$ cat config.mk
export PLATFORM = sky130hd
export DESIGN_NAME = uart_rx_cfg
export DESIGN_NICKNAME = d
export VERILOG_FILES = /design/src/rtl/uart_pkg.sv /design/src/rtl/uart_rx_sampler.sv /design/src/rtl/uart_rx_cfg.sv
export SDC_FILE = /design/constraint.sdc
export NUM_CORES = 1
export LEC_CHECK = 0
export ABC_AREA = 0
export CAP_MARGIN = 20
export CORE_MARGIN = 10
export CORE_UTILIZATION = 50
export DETAILED_ROUTE_END_ITERATION = 10
export PLACE_DENSITY = 0.71
export SLEW_MARGIN = 30
export SYNTH_ARGS = -nofsm -noshare
export SYNTH_HDL_FRONTEND = slang
export SYNTH_SLANG_ARGS = --single-unit
$ cat constraint.sdc
create_clock -name clk -period 4.97 [get_ports clk]
set_input_delay 0.994 -clock clk [delete_from_list [all_inputs] [get_ports clk]]
set_output_delay 0.994 -clock clk [all_outputs]
set_load 0.02 [all_outputs]
$ cat src/rtl/uart_pkg.sv
// Shared definitions for the configurable UART receiver: parity modes,
// data-length encoding, receiver states and small decode helpers.
package uart_pkg;

    // Parity mode encoding on the parity input; 2'b11 also means no parity.
    localparam logic [1:0] PAR_NONE = 2'b00;
    localparam logic [1:0] PAR_ODD  = 2'b01;
    localparam logic [1:0] PAR_EVEN = 2'b10;

    // Data length encoding on the data_bits input.
    localparam logic [1:0] DBITS_5 = 2'b00;
    localparam logic [1:0] DBITS_6 = 2'b01;
    localparam logic [1:0] DBITS_7 = 2'b10;
    localparam logic [1:0] DBITS_8 = 2'b11;

    typedef enum logic [2:0] {
        RX_IDLE,
        RX_START,
        RX_DATA,
        RX_PARITY,
        RX_STOP,
        RX_BREAK
    } rxState_e;

    // Index of the last data bit for a given length code (5 bits -> 4 ... 8 bits -> 7).
    function automatic logic [2:0] lastBitIndex(input logic [1:0] dataBits);
        return {1'b0, dataBits} + 3'd4;
    endfunction

    function automatic logic parityEnabled(input logic [1:0] mode);
        return (mode == PAR_ODD) || (mode == PAR_EVEN);
    endfunction

endpackage

$ cat src/rtl/uart_rx_sampler.sv
// Input synchroniser and bit sampler for uart_rx_cfg.
// Build option UART_RX_MAJORITY_VOTE_EN: when defined, each bit is the 2-of-3
// majority of rxs at ticks OSR/2-2, OSR/2-1 and OSR/2; otherwise it is the single
// sample taken at tick OSR/2-1. The sample strobe fires at tick OSR/2 in both
// builds so frame timing does not depend on the option.
module uart_rx_sampler
    import uart_pkg::*;
#(
    parameter int OSR         = 16,
    parameter int SYNC_STAGES = 2,
    parameter int TCNT_W      = 4
) (
    input  logic              clk,
    input  logic              a_resetn,
    input  logic              tick_i,
    input  logic [TCNT_W-1:0] tcnt_i,
    input  logic              rx_i,
    output logic              rxs_o,
    output logic              sample_o,
    output logic              sample_strobe_o
);

    logic [SYNC_STAGES-1:0] sync_q;
    logic                   midSample_q;

    // Synchroniser chain; flops reset to the idle line level.
    always_ff @(posedge clk) begin
        if (!a_resetn) begin
            sync_q <= '1;
        end else begin
            sync_q <= {sync_q[SYNC_STAGES-2:0], rx_i};
        end
    end

    assign rxs_o = sync_q[SYNC_STAGES-1];

    // Capture the centre sample of the current bit.
    always_ff @(posedge clk) begin
        if (!a_resetn) begin
            midSample_q <= 1'b1;
        end else if (tick_i && (tcnt_i == TCNT_W'(OSR/2 - 1))) begin
            midSample_q <= rxs_o;
        end
    end

    assign sample_strobe_o = tick_i && (tcnt_i == TCNT_W'(OSR/2));

`ifdef UART_RX_MAJORITY_VOTE_EN
    logic earlySample_q;

    // Capture the sample one tick ahead of centre for the vote.
    always_ff @(posedge clk) begin
        if (!a_resetn) begin
            earlySample_q <= 1'b1;
        end else if (tick_i && (tcnt_i == TCNT_W'(OSR/2 - 2))) begin
            earlySample_q <= rxs_o;
        end
    end

    assign sample_o = (earlySample_q & midSample_q) |
                      (earlySample_q & rxs_o) |
                      (midSample_q & rxs_o);
`else
    assign sample_o = midSample_q;
`endif

endmodule

$ cat src/rtl/uart_rx_cfg.sv
// Runtime-configurable UART receiver (5-8 data bits, none/odd/even parity,
// 1 or 2 stop bits) with parity, framing, break and overrun reporting and a
// valid/ready output. Build option UART_RX_MAJORITY_VOTE_EN selects 2-of-3
// majority sampling inside uart_rx_sampler.
module uart_rx_cfg
    import uart_pkg::*;
#(
    parameter int OSR         = 16,
    parameter int SYNC_STAGES = 2
) (
    input  logic       clk,
    input  logic       a_resetn,
    input  logic       b_tick,
    input  logic       rx,
    input  logic [1:0] parity,
    input  logic [1:0] data_bits,
    input  logic       stop_bits,
    output logic [7:0] dout,
    output logic       dout_valid,
    input  logic       dout_ready,
    output logic       rx_done,
    output logic       parity_err,
    output logic       frame_err,
    output logic       break_det,
    output logic       overrun
);

    localparam int                 TCNT_W   = $clog2(OSR);
    localparam logic [TCNT_W-1:0] TCNT_MAX = TCNT_W'(OSR - 1);

    rxState_e          state_q, state_d;
    logic [TCNT_W-1:0] tcnt_q, tcnt_d;
    logic [2:0]        bcnt_q, bcnt_d;
    logic [7:0]        data_q, data_d;
    logic [1:0]        cfgParity_q, cfgParity_d;
    logic [1:0]        cfgBits_q, cfgBits_d;
    logic              cfgStop_q, cfgStop_d;
    logic              parErr_q, parErr_d;
    logic              parBit_q, parBit_d;
    logic              frameErr_q, frameErr_d;
    logic              complete;
    logic              breakHit;
    logic              xorAll;

    logic [7:0]        dout_q;
    logic              doutValid_q, rxDone_q, outParErr_q, outFrameErr_q, outBreak_q, overrun_q;

    logic              rxs, bitVal, sampleStrobe;

    uart_rx_sampler #(
        .OSR         (OSR),
        .SYNC_STAGES (SYNC_STAGES),
        .TCNT_W      (TCNT_W)
    ) u_sampler (
        .clk             (clk),
        .a_resetn        (a_resetn),
        .tick_i          (b_tick),
        .tcnt_i          (tcnt_q),
        .rx_i            (rx),
        .rxs_o           (rxs),
        .sample_o        (bitVal),
        .sample_strobe_o (sampleStrobe)
    );

    // Frame state, counters, shift data and latched configuration.
    always_ff @(posedge clk) begin
        if (!a_resetn) begin
            state_q     <= RX_IDLE;
            tcnt_q      <= '0;
            bcnt_q      <= '0;
            data_q      <= '0;
            cfgParity_q <= PAR_NONE;
            cfgBits_q   <= DBITS_8;
            cfgStop_q   <= 1'b0;
            parErr_q    <= 1'b0;
            parBit_q    <= 1'b0;
            frameErr_q  <= 1'b0;
        end else begin
            state_q     <= state_d;
            tcnt_q      <= tcnt_d;
            bcnt_q      <= bcnt_d;
            data_q      <= data_d;
            cfgParity_q <= cfgParity_d;
            cfgBits_q   <= cfgBits_d;
            cfgStop_q   <= cfgStop_d;
            parErr_q    <= parErr_d;
            parBit_q    <= parBit_d;
            frameErr_q  <= frameErr_d;
        end
    end

    // Next-state logic; the tick counter stays bit-aligned from the start edge.
    always_comb begin
        state_d     = state_q;
        tcnt_d      = tcnt_q;
        bcnt_d      = bcnt_q;
        data_d      = data_q;
        cfgParity_d = cfgParity_q;
        cfgBits_d   = cfgBits_q;
        cfgStop_d   = cfgStop_q;
        parErr_d    = parErr_q;
        parBit_d    = parBit_q;
        frameErr_d  = frameErr_q;
        complete    = 1'b0;
        breakHit    = 1'b0;
        xorAll      = (^data_q) ^ bitVal;

        if (b_tick) begin
            tcnt_d = (tcnt_q == TCNT_MAX) ? '0 : tcnt_q + TCNT_W'(1);
        end

        case (state_q)
            RX_IDLE: begin
                if (!rxs) begin
                    tcnt_d  = '0;
                    state_d = RX_START;
                end
            end
            RX_START: begin
                if (sampleStrobe) begin
                    if (!bitVal) begin
                        bcnt_d      = '0;
                        data_d      = '0;
                        parErr_d    = 1'b0;
                        parBit_d    = 1'b0;
                        frameErr_d  = 1'b0;
                        cfgParity_d = parity;
                        cfgBits_d   = data_bits;
                        cfgStop_d   = stop_bits;
                        state_d     = RX_DATA;
                    end else begin
                        state_d = RX_IDLE;
                    end
                end
            end
            RX_DATA: begin
                if (sampleStrobe) begin
                    data_d[bcnt_q] = bitVal;
                    if (bcnt_q == lastBitIndex(cfgBits_q)) begin
                        bcnt_d  = '0;
                        state_d = parityEnabled(cfgParity_q) ? RX_PARITY : RX_STOP;
                    end else begin
                        bcnt_d = bcnt_q + 3'd1;
                    end
                end
            end
            RX_PARITY: begin
                if (sampleStrobe) begin
                    parBit_d = bitVal;
                    parErr_d = (cfgParity_q == PAR_ODD) ? ~xorAll : xorAll;
                    state_d  = RX_STOP;
                end
            end
            RX_STOP: begin
                if (sampleStrobe) begin
                    frameErr_d = frameErr_q | ~bitVal;
                    if (bcnt_q == {2'b00, cfgStop_q}) begin
                        complete = 1'b1;
                        breakHit = (data_q == 8'h00) &&
                                   (!parityEnabled(cfgParity_q) || !parBit_q) &&
                                   frameErr_d;
                        bcnt_d   = '0;
                        state_d  = breakHit ? RX_BREAK : RX_IDLE;
                    end else begin
                        bcnt_d = bcnt_q + 3'd1;
                    end
                end
            end
            RX_BREAK: begin
                if (b_tick && rxs) begin
                    state_d = RX_IDLE;
                end
            end
            default: state_d = RX_IDLE;
        endcase
    end

    // Output registers: load on frame completion, handshake and sticky overrun.
    always_ff @(posedge clk) begin
        if (!a_resetn) begin
            dout_q        <= '0;
            doutValid_q   <= 1'b0;
            rxDone_q      <= 1'b0;
            outParErr_q   <= 1'b0;
            outFrameErr_q <= 1'b0;
            outBreak_q    <= 1'b0;
            overrun_q     <= 1'b0;
        end else begin
            rxDone_q <= complete;
            if (complete) begin
                dout_q        <= data_q;
                outParErr_q   <= parErr_q;
                outFrameErr_q <= frameErr_d;
                outBreak_q    <= breakHit;
                doutValid_q   <= 1'b1;
                if (doutValid_q && !dout_ready) begin
                    overrun_q <= 1'b1;
                end
            end else if (doutValid_q && dout_ready) begin
                doutValid_q <= 1'b0;
            end
        end
    end

    assign dout       = dout_q;
    assign dout_valid = doutValid_q;
    assign rx_done    = rxDone_q;
    assign parity_err = outParErr_q;
    assign frame_err  = outFrameErr_q;
    assign break_det  = outBreak_q;
    assign overrun    = overrun_q;

endmodule
# After elaboration in Yosys (flattened, before gate mapping)
# Cells that the tools add are included.
# W data, S select, Z words.
# op_classes
bitwise_logic	4
eq_ne	21
magnitude_cmp	2
muxes	49
n_reduce_logical	26
n_addsub	3
# op_table
cell	n
$mux W3	16
$mux W8	3
$ne A2 B2 Y1 const B	9
$pmux W3 S6	1
$mux W1	17
$mux W4	4
$pmux W8 S2	1
$pmux W3 S3	1
$bwmux W8	1
$eq A4 B4 Y1 const B	2
$logic_and A1 B1 Y1	8
$logic_not A8 Y1	1
$reduce_and A4 Y1	2
$reduce_and A8 Y1	1
$reduce_xor A8 Y1	1
$eq A3 B2 Y1 const B	2
$eq A3 B3 Y1 const B	2
$pmux W1 S2	3
$reduce_bool A2 Y1	3
$reduce_and A5 Y1	1
$add A4 B1 Y4 const B	1
$eq A4 B3 Y1 const B	1
$lt A3 B4 Y1 const B	1
$add A2 B3 Y3 const B	1
other kinds (18)	22
# word_totals
out_inout_bits	14
in_bits	10
elab_cells	124
ff_bits	43

# Logic depth before layout (Yosys ltp)
# Gate-level depths: netlist of run 1.
# logic_depth
depth_word	10
ltp_mapped	9
ltp_nobuf	7

# Modules after synthesis
# Synthesis of run 1 repeated with hierarchy kept, for this count alone.
# unflattened
hier_cells	256
area_unflattened_um2	2155.8
# by_module_without_submodules
module	cells_each	seq_area_each_um2	area_each_um2	n_inst
uart_rx_cfg	244	800.8	2037.0	1
uart_rx_sampler	12	60.1	118.9	1

# Least setup slack after synthesis of run 1
# No wires, ideal clock.
# synth_path
path_kind	input -> register
startpoint	input b_tick
endpoint	register state_q[1]
arrival_time_ps	2138
path_buffers	2
setup_time_ps	132
t_required_ps	4838
slack_ps	2699
stages	7
cell_sequence	buf_4 > and4b_1 > buf_2 > a21oi_1 > a2bb2oi_1 > or3_1 > a21oi_1
# synth_between
elab_chain_len	3
elab_cells_between_ends	8
cone_classes	eq/ne: 5; reduce/logical: 3
# synth_rtl
element	line_no	rtl
start: declaration	uart_rx_cfg.sv:13	input logic b_tick,
$logic_and A1 B1 Y1, on equally long branches	uart_rx_cfg.sv:170, uart_rx_sampler.sv:46	
$ne A2 B2 Y1 (no source line)	--	
$reduce_and A8 Y1 (no source line) (*)	--	
end signal: assignment	uart_rx_cfg.sv:79	state_q <= state_d;
end: declaration	uart_rx_cfg.sv:31	rxState_e state_q, state_d;
# Mark *: on every way between the ends. The rest lies on a longest branch, timed or not.
# A chain may end at the register's enable or synchronous reset.

# Worst setup path in the final report of run 1
# layout_path
startpoint	input b_tick
endpoint	register outFrameErr_q, in the netlist frame_err
# layout_between
elab_chain_len	3
elab_cells_between_ends	6
cone_classes	mux: 5; reduce/logical: 1
# layout_rtl
element	line_no	rtl
$logic_and A1 B1 Y1 (*)	uart_rx_sampler.sv:46	assign sample_strobe_o = tick_i && (tcnt_i == TCNT_W'(OSR/2));
$mux W1, on equally long branches	uart_rx_cfg.sv:155, uart_rx_cfg.sv:120	
$pmux W1 S2 or $mux W1 (tied branches)	uart_rx_cfg.sv:112	case (state_q)
end signal: assignment	uart_rx_cfg.sv:193	outFrameErr_q <= frameErr_d;
end: declaration	uart_rx_cfg.sv:46	logic doutValid_q, rxDone_q, outParErr_q, outFrameErr_q, outBreak_q, overrun_q;
# Marks and branches as above.

==> results of run 1 <==
==> placed cells by master (no fill, tap or decap), types with 3 or more instances in the layout <==
cell,count
nand2b_1,4
and3_1,3
inv_1,16
xnor2_1,8
nand3_1,16
nor2b_1,3
nor2_1,41
a21oi_1,30
nand4_1,3
clkdlybuf4s50_1,23
mux2i_1,6
o21ai_0,13
ha_1,8
or3_1,3
nand4b_1,3
dfxtp_1,43
a31oi_1,5
nand2_1,17
clkbuf_8,5
nor3_1,3
==> worst paths after layout <==
| kind | start | to | slack [ns] | cells past startpoint |
|---|---|---|---|---|
| min | u_sampler.sync_q[0]$_SDFF_PN1_ | u_sampler.sync_q[1]$_SDFF_PN1_ | 0.41 | 1 |
| min reg2reg | u_sampler.sync_q[0]$_SDFF_PN1_ | u_sampler.sync_q[1]$_SDFF_PN1_ | 0.41 | 1 |
| max reg2reg | state_q[0]$_SDFFE_PN0P_ | bcnt_q[2]$_SDFFE_PN0P_ | 2.54 | 4 |
| max | b_tick | frame_err$_SDFFE_PN0P_ | 1.97 | 6 |
==> registers in the layout, indices dropped and copies added, names as in the netlist, 2 cells and up <==
register          count
state_q               3
bcnt_q                3
cfgBits_q             2
u_sampler.sync_q      2
data_q                8
cfgParity_q           2
tcnt_q                4
dout                  8
==> routing by layer <==
| layer | part of all wire (%) | routed length [um] | vias up | global-route usage (%) |
|---|---|---|---|---|
| met2 | 45 | 2050 | 37 | 21.9 |
| li1 | - | - | 950 | - |
| met4 | 1.7 | 79 | 0 | 4.94 |
| met1 | 48 | 2180 | 829 | 15.7 |
| met5 | 0 | 0 | - | 0 |
| met3 | 5.6 | 257 | 8 | 4.35 |
==> critical path: stages <==
cell and delay (ns):
clkdlybuf4s50_1 0.63, and4b_1 0.69, nand4_1 0.17, buf_4 0.26
or3_1 0.32, a21oi_1 0.14
==> per-stage QoR <==
stage          hold WS (ns)  util, %
2_1_floorplan         0.386        -
3_3_place_gp          0.391     57.9
3_5_place_dp          0.396     57.9
4_1_cts               0.417     59.9
5_1_grt               0.423     59.9
6_report              0.412     59.9
==> synthesized netlist by cell type, types with 2 or more instances <==
cell / n / share of area, %
a21oi_1: 30 / 7.0
nand4b_1: 3 / 1.2
and3_1: 3 / 0.87
dfxtp_1: 43 / 40
ha_1: 8 / 4.7
nor3_1: 3 / 0.70
o21ai_0: 13 / 3.0
nand3_1: 16 / 3.7
or3_1: 3 / 0.87
nand2b_1: 4 / 1.2
nor3b_1: 2 / 0.70
buf_4: 2 / 0.70
inv_1: 17 / 3.0
nor2b_1: 3 / 0.87
o31ai_1: 2 / 0.70
buf_2: 5 / 1.2
nor2_1: 41 / 7.2
clkbuf_1: 9 / 1.6
mux2i_1: 6 / 2.8
nand2_1: 17 / 3.0
a31oi_1: 5 / 1.5
nand4_1: 3 / 0.87
xor2_1: 2 / 0.82
xnor2_1: 8 / 3.3
==> final cells by class <==
type / instances / area, sq um / share of cell area (%)
clock inverters: 1 / 5.00 / 0.205
repair buffers: 24 / 238 / 9.72
clock buffers: 7 / 76.3 / 3.12
flip-flops and latches: 43 / 861 / 35.2
multi-input cells: 191 / 1140 / 46.6
well taps: 50 / 62.6 / 2.56
inverters: 17 / 63.8 / 2.61
==> power by group <==
part | switching [mW] | leakage, nW | internal, mW
Combinational | 0.0117 | 0.443 | 0.0114
Sequential | 0.00409 | 0.347 | 0.347
Clock | 0.114 | 0.0422 | 0.0986
Total | 0.130 | 0.832 | 0.457
==> logic make-up (layout without fill, tap and decap cells) <==
family	Yosys count	after routing	share of synthesized area, %
buffers and inverters	34	49	6.93
adder cells (fa/ha/maj)	8	8	4.66
multiplexers	7	7	3.32
XOR/XNOR	10	10	4.07
flip-flops	43	43	40.0
AND/OR/NAND/NOR	105	105	24.3
AO/OA/AOI/OAI	61	61	16.6
==> metrics.md, run 1 <==
| Metric | Value |
|---|---|
| Status | completed |
| Largest net degree at the start of global routing | 31 |
| Tcrit/Tclk final | between 60% and 70% |
| Setup violations, final | 0 |
| Crit path kind | input port to flop |
| Share of layout cells above drive strength 1 | between 3 and 4% |
| Top_reg_cell synth | dfxtp_1 |
| Via count | 1,824 |
| Setup crit end kind | flop |
| Die H | about 86 um |
| Seq/Total Area, Yosys | between 40% and 50% |
| Die footprint | 7320 sq um |
| Initial Util | 52.6% |
| Worst EP required | ~5.2 ns |
| CP max FO | 23 |
| CTS clock-pin slew for the worst setup and hold paths | 0.08 ns |
| Worst vdd ir | around 0.00014 V |
| Vias in the first global route | roughly 1.8k |
| Ant diodes | 0 |
| Worst skew pair latency | 0.30 ns |
| Skew final | 0.00646 ns |
| IO Port Bufs | 23 |
| WL/cell | 13.7 um |
| Max_slew headroom | between 40% and 50% |
| DR DRC count | 0 |
| Chip width | 85.6 um |
| GRT Residual Overflow | 0 |
| Placed inst area | 2360 sq um |
| CTS Hold Bufs | 0 |
| Detailed Routing Iterations Pass 1 | 4 |
| Overall Power | 587 uW |
| Clock Path Buffers | 2 |
| Detailed Route Iter0 Violations | 128 |
| Core footprint | 4090 sq um |
| Highest Clock Rate | 333 MHz |
| Post-route cell area | 2450 sq um |
| Cell Count, Final, Fillers Out | 333 |
| Total CTS buffers | 5 |
| Syn Nets | approximately 290 |
| Synthesized area per cell | about 8 sq um |
| Async set-or-reset flop fraction in the synthesized netlist | 0% |
| Post-cts resize count | 0 |
| Nets | 300 |
| Ports | 24 |
| Via/cell ratio | ~5.5 |
| Placed Cells | 325 |
| Unrepaired setup endpoints after global routing | no |
| Post-route ant nets | 0 |
| Hpwl dp | 3230 um |
| Pre-CTS setup slack | about 1.7 ns |
| Pwr per Cell Area | 240 nW/um^2 |
| CTS HTree Levels | 2 |
| GPL Wtd Cong | roughly 0.81 |
| Yosys warns | 0 |
| Final Hold Viols | 0 |
| TNS Setup | 0 ns |
| Hold Path Class | flop to flop |
| Filler instances | 398 |
| Clock Tree Root | clkbuf_8 |
| Crit start category | input port |
| Crit path DAT | around 3.2 ns |
| Synth-to-Final Area Change | 13.8% |
| Worst-Margin Slew | 0.862 ns |
| Number of flops mapped to enable cells by yosys | 0 |
| Flops & latches, synth | 43 |
| Final Max Tran Viols | 0 |
| Post-CTS Repair Setup Buffers | 0 |
| Final worst slack | slightly below 2 ns |
| Min cycle time layout | 3.00 ns |
| Total wire length | 4570 um |
| Post-synthesis instance area | 2150 sq um |
| Post-Syn Instances | 268 |
| Clock tree sinks | 43 |
| CTS tree | done |
| Site Rows | 23 |
| Max-cap violations | 0 |
| Total GRT Usage | between 10% and 20% |
| First-pass GRT wire length | 8140 um |
| Pleak | 0.832 nW |
| Distinct cells, synth | 44 |
| Initial antenna violation count | 0 |
No activity file was read; power rests on OpenSTA's default activity.
==> run 2: changes to the inputs <==
clock period = 2.9 ns   (was 4.97 ns; I/O delays follow)
==> metrics.md, run 2 (synthesis results as in run 1) <==
| Metric | Value |
|---|---|
| Pwr per Cell Area | 464 nW/um^2 (was 240 nW/um^2) |
| Worst-Margin Slew | 0.798 ns (was 0.862 ns) |
| Skew final | 0.0111 ns (was 0.00646 ns) |
| CP max FO | 8 (was 23) |
| WL/cell | 13.8 um (was 13.7 um) |
| Final Max Tran Viols | 0 (unchanged) |
| Chip width | 85.6 um (unchanged) |
| Initial antenna violation count | 0 (unchanged) |
| Placed inst area | 2420 sq um (was 2360 sq um) |
| Final Hold Viols | 0 (unchanged) |
| Slowest stage cell, crit path | clkdlybuf4s50_1 (was and4b_1) |
| Worst EP required | 3.13 ns (was 5.18 ns) |
| Clock power frac | 45.7% (was 36.3%) |
| Max-cap violations | 0 (unchanged) |
| Critical Path Max Stage Delay | 0.64 ns (was 0.69 ns) |
| Post-route cell area | 2560 sq um (was 2450 sq um) |
| Clock Tree Root | clkbuf_8 (unchanged) |
| Synth-to-Final Area Change | 19.0% (was 13.8%) |
| Unrepaired setup endpoints after global routing | no (unchanged) |
| Crit path cell chain | clkdlybuf4s50_1 -> and4b_1 -> buf_4 -> o21ai_2 -> or4_1 -> a21oi_1 (was clkdlybuf4s50_1 -> and4b_1 -> nand4_1 -> buf_4 -> or3_1 -> a21oi_1) |
| Ports | 24 (unchanged) |
| DR DRC count | 0 (unchanged) |
| Total GRT Usage | 13.4% (was 13.3%) |
| CTS Hold Bufs | 0 (unchanged) |
| Pleak | 0.899 nW (was 0.832 nW) |
| Psw | 226 uW (was 130 uW) |
| Ant diodes | 0 (unchanged) |
| Total wire length | 4710 um (was 4570 um) |
| Cell Count, Final, Fillers Out | 341 (was 333) |
| Worst vdd ir | 0.000262 V (was 0.000138 V) |
| CTS tree | done (unchanged) |
| Detailed Routing Iterations Pass 1 | 4 (unchanged) |
| Max_slew headroom | 46.1% (was 42.2%) |
| Clock tree sinks | 43 (unchanged) |
| Site Rows | 23 (unchanged) |
| IO Port Bufs | 23 (unchanged) |
| Sequential Power Share | 50.6% (was 59.8%) |
| Share of layout cells above drive strength 1 | 6.87% (was 3.89%) |
| CP delay by family, top | buffers and inverters (was simple AND/OR/NAND/NOR gates) |
| Initial Util | 52.6% (unchanged) |
| Crit path kind | input port to flop (unchanged) |
| Switching Fraction | 19.1% (was 22.2%) |
| Setup crit end kind | flop (unchanged) |
| Clock Path Buffers | 2 (unchanged) |
| Post-route ant nets | 0 (unchanged) |
| GPL Wtd Cong | 0.825 (was 0.815) |
| First-pass GRT wire length | 8310 um (was 8140 um) |
| Most frequent cells in the layout | dfxtp_1, nor2_1, a21oi_1 (unchanged) |
| Die footprint | 7320 sq um (unchanged) |
| Via count | 1,900 (was 1,824) |
| Internal power | 961 uW (was 457 uW) |
| Tcrit/Tclk final | 74.7% |
| Crit start category | input port (unchanged) |
| CTS clock-pin slew for the worst setup and hold paths | 0.07 ns (was 0.08 ns) |
| Setup violations, final | 0 (unchanged) |
| Post-cts resize count | 0 (unchanged) |
| Vias in the first global route | 1,841 (was 1,806) |
| Largest net degree at the start of global routing | 23 (was 31) |
| Min cycle time layout | 2.17 ns |
| Combinational share of power | 3.7% (was 3.9%) |
| CP bufs+invs | 2 (unchanged) |
| Final core utilization | 62.6% (was 59.9%) |
| Hold Path Class | flop to flop (unchanged) |
| Highest Clock Rate | ~460 MHz |
| Core footprint | 4090 sq um (unchanged) |
| Placed Cells | 333 (was 325) |
| Via/cell ratio | 5.57 (was 5.48) |
| Hpwl dp | 3440 um (was 3230 um) |
| Status | completed (unchanged) |
| Total CTS buffers | 5 (unchanged) |
| CTS HTree Levels | 2 (unchanged) |
| Commonest non-fill, non-tap cell in the layout | dfxtp_1 (unchanged) |
| Die H | 85.6 um (unchanged) |
| Worst Hold Margin | 0.408 ns (was 0.412 ns) |
| Crit path DAT | 2.39 ns (was 3.21 ns) |
| TNS Setup | 0 ns (unchanged) |
| GRT Residual Overflow | 0 (unchanged) |
| Post-CTS Repair Setup Buffers | 0 (unchanged) |
| Worst skew pair latency | 0.30 ns (about the same) |
| Nets | 308 (was 300) |
| Detailed Route Iter0 Violations | 103 (was 128) |
==> run 2: changes by cell type in the layout (fill, tap and decap cells not counted) <==
| cell | delta |
|---|---|
| buf_4 | +8 |
| inv_1 | +1 |
| bufinv_16 | +2 |
| clkbuf_1 | -1 |
| clkinv_2 | -1 |
| clkinv_1 | -1 |
==> run 2: area by class of cell <==
type,count,area (sq um)
clock buffer,6,72.6
clock inverter,2,60.1
fill,374,1530
inverter,17,63.8
multi-input combinational,191,1140
sequential,43,861
tap,50,62.6
timing repair buffer,32,298
==> run 2: power by group through the flow <==
stage          registers, mW  logic (mW)  clock network (mW)
6_report               0.601      0.0441               0.542
5_1_grt                0.602      0.0489               0.576
4_1_cts                0.601      0.0444               0.551
3_5_place_dp           0.615      0.0438                   0
3_3_place_gp           0.615      0.0436                   0
2_1_floorplan          0.610      0.0270                   0
==> run 2: metrics by stage <==
step / setup slack [ns] / total power, mW
2_1_floorplan: 1.04 / 0.637
3_3_place_gp: 0.502 / 0.658
3_5_place_dp: 0.440 / 0.658
4_1_cts: 0.740 / 1.20
5_1_grt: 0.603 / 1.23
6_report: 0.733 / 1.19
==> run 2: layer usage <==
layer	global-route usage [%]	wire, um	up-vias
met2	22.0	2210	44
met4	5.54	63	0
met1	16.0	2120	876
met5	0	0	-
met3	3.78	318	8
li1	-	-	972
==> run 2: worst paths after layout <==
kind / depth (start not counted) / to / slack (ns) / start
setup / recovery: 6 / bcnt_q[2]$_SDFFE_PN0P_ / 0.73 / b_tick
setup reg to reg: 5 / data_q[6]$_SDFFE_PN0P_ / 0.79 / state_q[1]$_SDFFE_PN0P_
hold / removal: 1 / u_sampler.sync_q[1]$_SDFF_PN1_ / 0.41 / u_sampler.sync_q[0]$_SDFF_PN1_
hold reg to reg: 1 / u_sampler.sync_q[1]$_SDFF_PN1_ / 0.41 / u_sampler.sync_q[0]$_SDFF_PN1_
==> run 3: changes to the inputs <==
clock period = 2 ns   (was 2.9 ns; I/O delays follow)
==> metrics.md, run 3 (synthesis results as in run 1) <==
| Metric | Value |
|---|---|
| Via count | 1,952 (was 1,900) |
| Die footprint | 7320 sq um (unchanged) |
| Crit path kind | input port to flop (unchanged) |
| Overall Power | 1.62 mW (was 1.19 mW) |
| CTS HTree Levels | 2 (unchanged) |
| Worst skew pair latency | 0.30 ns (about the same) |
| GPL Wtd Cong | 0.829 (was 0.825) |
| Tcrit/Tclk final | approximately 92% |
| Nets | 316 (was 308) |
| Crit path DAT | 2.08 ns (was 2.39 ns) |
| Unrepaired setup endpoints after global routing | no (unchanged) |
| Worst vdd ir | 0.000400 V (was 0.000262 V) |
| Skew final | 0.00590 ns (was 0.0111 ns) |
| Worst-Margin Slew | 0.689 ns (was 0.798 ns) |
| CP bufs+invs | 1 (was 2) |
| Total wire length | 4750 um (was 4710 um) |
| Crit start category | input port (unchanged) |
| Highest Clock Rate | 541 MHz |
| Die H | 85.6 um (unchanged) |
| Clock Path Buffers | 2 (unchanged) |
| Pwr per Cell Area | 622 nW/um^2 (was 464 nW/um^2) |
| Max_slew headroom | 53.5% (was 46.1%) |
| Cell Count, Final, Fillers Out | 349 (was 341) |
| GRT Residual Overflow | 0 (unchanged) |
| Placed Cells | 341 (was 333) |
| Chip width | 85.6 um (unchanged) |
| Post-route cell area | 2600 sq um (was 2560 sq um) |
| Largest net degree at the start of global routing | 23 (unchanged) |
| Synth-to-Final Area Change | 20.9% (was 19.0%) |
| Core footprint | 4090 sq um (unchanged) |
| Detailed Routing Iterations Pass 1 | 4 (unchanged) |
| TNS Setup | 0 ns (unchanged) |
| Final worst slack | 0.152 ns (was 0.733 ns) |
| Site Rows | 23 (unchanged) |
| CTS clock-pin slew for the worst setup and hold paths | 0.08 ns (was 0.07 ns) |
| Detailed Route Iter0 Violations | 171 (was 103) |
| Critical Path Max Stage Delay | 0.52 ns (was 0.64 ns) |
| Final Max Tran Viols | 0 (unchanged) |
| Post-route ant nets | 0 (unchanged) |
| Ports | 24 (unchanged) |
| Worst Hold Margin | 0.412 ns (was 0.408 ns) |
| Vias in the first global route | 1,803 (was 1,841) |
| First-pass GRT wire length | 8340 um (was 8310 um) |
| Post-CTS Repair Setup Buffers | 0 (unchanged) |
| Most frequent cells in the layout | dfxtp_1, nor2_1, a21oi_1 (unchanged) |
| Via/cell ratio | 5.59 (was 5.57) |
| Worst EP required | 2.23 ns (was 3.13 ns) |
| CP most frequent cell | a21oi_1 |
| Final Hold Viols | 0 (unchanged) |
| CTS tree | done (unchanged) |
| Slowest stage cell, crit path | clkdlybuf4s50_1 (unchanged) |
| CTS Hold Bufs | 0 (unchanged) |
| Hpwl dp | 3390 um (was 3440 um) |
| Hold Path Class | flop to flop (unchanged) |
| Initial antenna violation count | 0 (unchanged) |
| Pleak | 0.932 nW (was 0.899 nW) |
| DR DRC count | 0 (unchanged) |
| Clock Tree Root | clkbuf_8 (unchanged) |
| Crit path cell chain | clkdlybuf4s50_1 -> and4b_1 -> a21oi_1 -> a2bb2oi_1 -> or3_1 -> a21oi_1 (was clkdlybuf4s50_1 -> and4b_1 -> buf_4 -> o21ai_2 -> or4_1 -> a21oi_1) |
| Max-cap violations | 0 (unchanged) |
| Min cycle time layout | 1.85 ns |
| Ant diodes | 0 (unchanged) |
| Commonest non-fill, non-tap cell in the layout | dfxtp_1 (unchanged) |
| WL/cell | 13.6 um (was 13.8 um) |
| Initial Util | 52.6% (unchanged) |
| Setup crit end kind | flop (unchanged) |
| Total GRT Usage | 13.6% (was 13.4%) |
| Placed inst area | 2480 sq um (was 2420 sq um) |
| CP delay by family, top | simple AND/OR/NAND/NOR gates (was buffers and inverters) |
| IO Port Bufs | 23 (unchanged) |
| Post-cts resize count | 0 (unchanged) |
| CP max FO | 6 (was 8) |
| Total CTS buffers | 5 (unchanged) |
| Pre-CTS setup slack | -0.0977 ns (was 0.440 ns) |
| Share of layout cells above drive strength 1 | 10.0% (was 6.87%) |
| Setup violations, final | 0 (unchanged) |
| Clock tree sinks | 43 (unchanged) |
| Status | completed (unchanged) |
| Final core utilization | 63.6% (was 62.6%) |
[run 3: report_power, final]
group	internal, mW	total, mW	switching [mW]
Clock	0.372	0.678	0.307
Sequential	0.861	0.868	0.00700
Combinational	0.0357	0.0705	0.0348
Total	1.27	1.62	0.348
[run 3: area by class of cell]
class	count	area [sq um]
sequential	43	862
multi-input combinational	191	1140
timing repair buffer	40	358
clock inverter	3	43.8
fill	369	1490
tap	50	62.6
inverter	17	63.8
clock buffer	5	68.8
[run 3: final timing paths]
| kind | startpoint | to | slack (ns) | cells after the start |
|---|---|---|---|---|
| hold reg to reg | u_sampler.sync_q[0]$_SDFF_PN1_ | u_sampler.sync_q[1]$_SDFF_PN1_ | 0.41 | 1 |
| setup / recovery | b_tick | state_q[1]$_SDFFE_PN0P_ | 0.15 | 6 |
| setup reg to reg | state_q[1]$_SDFFE_PN0P_ | state_q[1]$_SDFFE_PN0P_ | 0.18 | 5 |
| hold / removal | u_sampler.sync_q[0]$_SDFF_PN1_ | u_sampler.sync_q[1]$_SDFF_PN1_ | 0.41 | 1 |
[run 3: metal layers]
| layer | track usage [%] | vias up | wire, um |
|---|---|---|---|
| li1 | - | 985 | - |
| met1 | 17.3 | 900 | 2320 |
| met2 | 20.6 | 60 | 2080 |
| met3 | 4.07 | 7 | 281 |
| met4 | 6.29 | 0 | 64 |
| met5 | 0 | - | 0 |
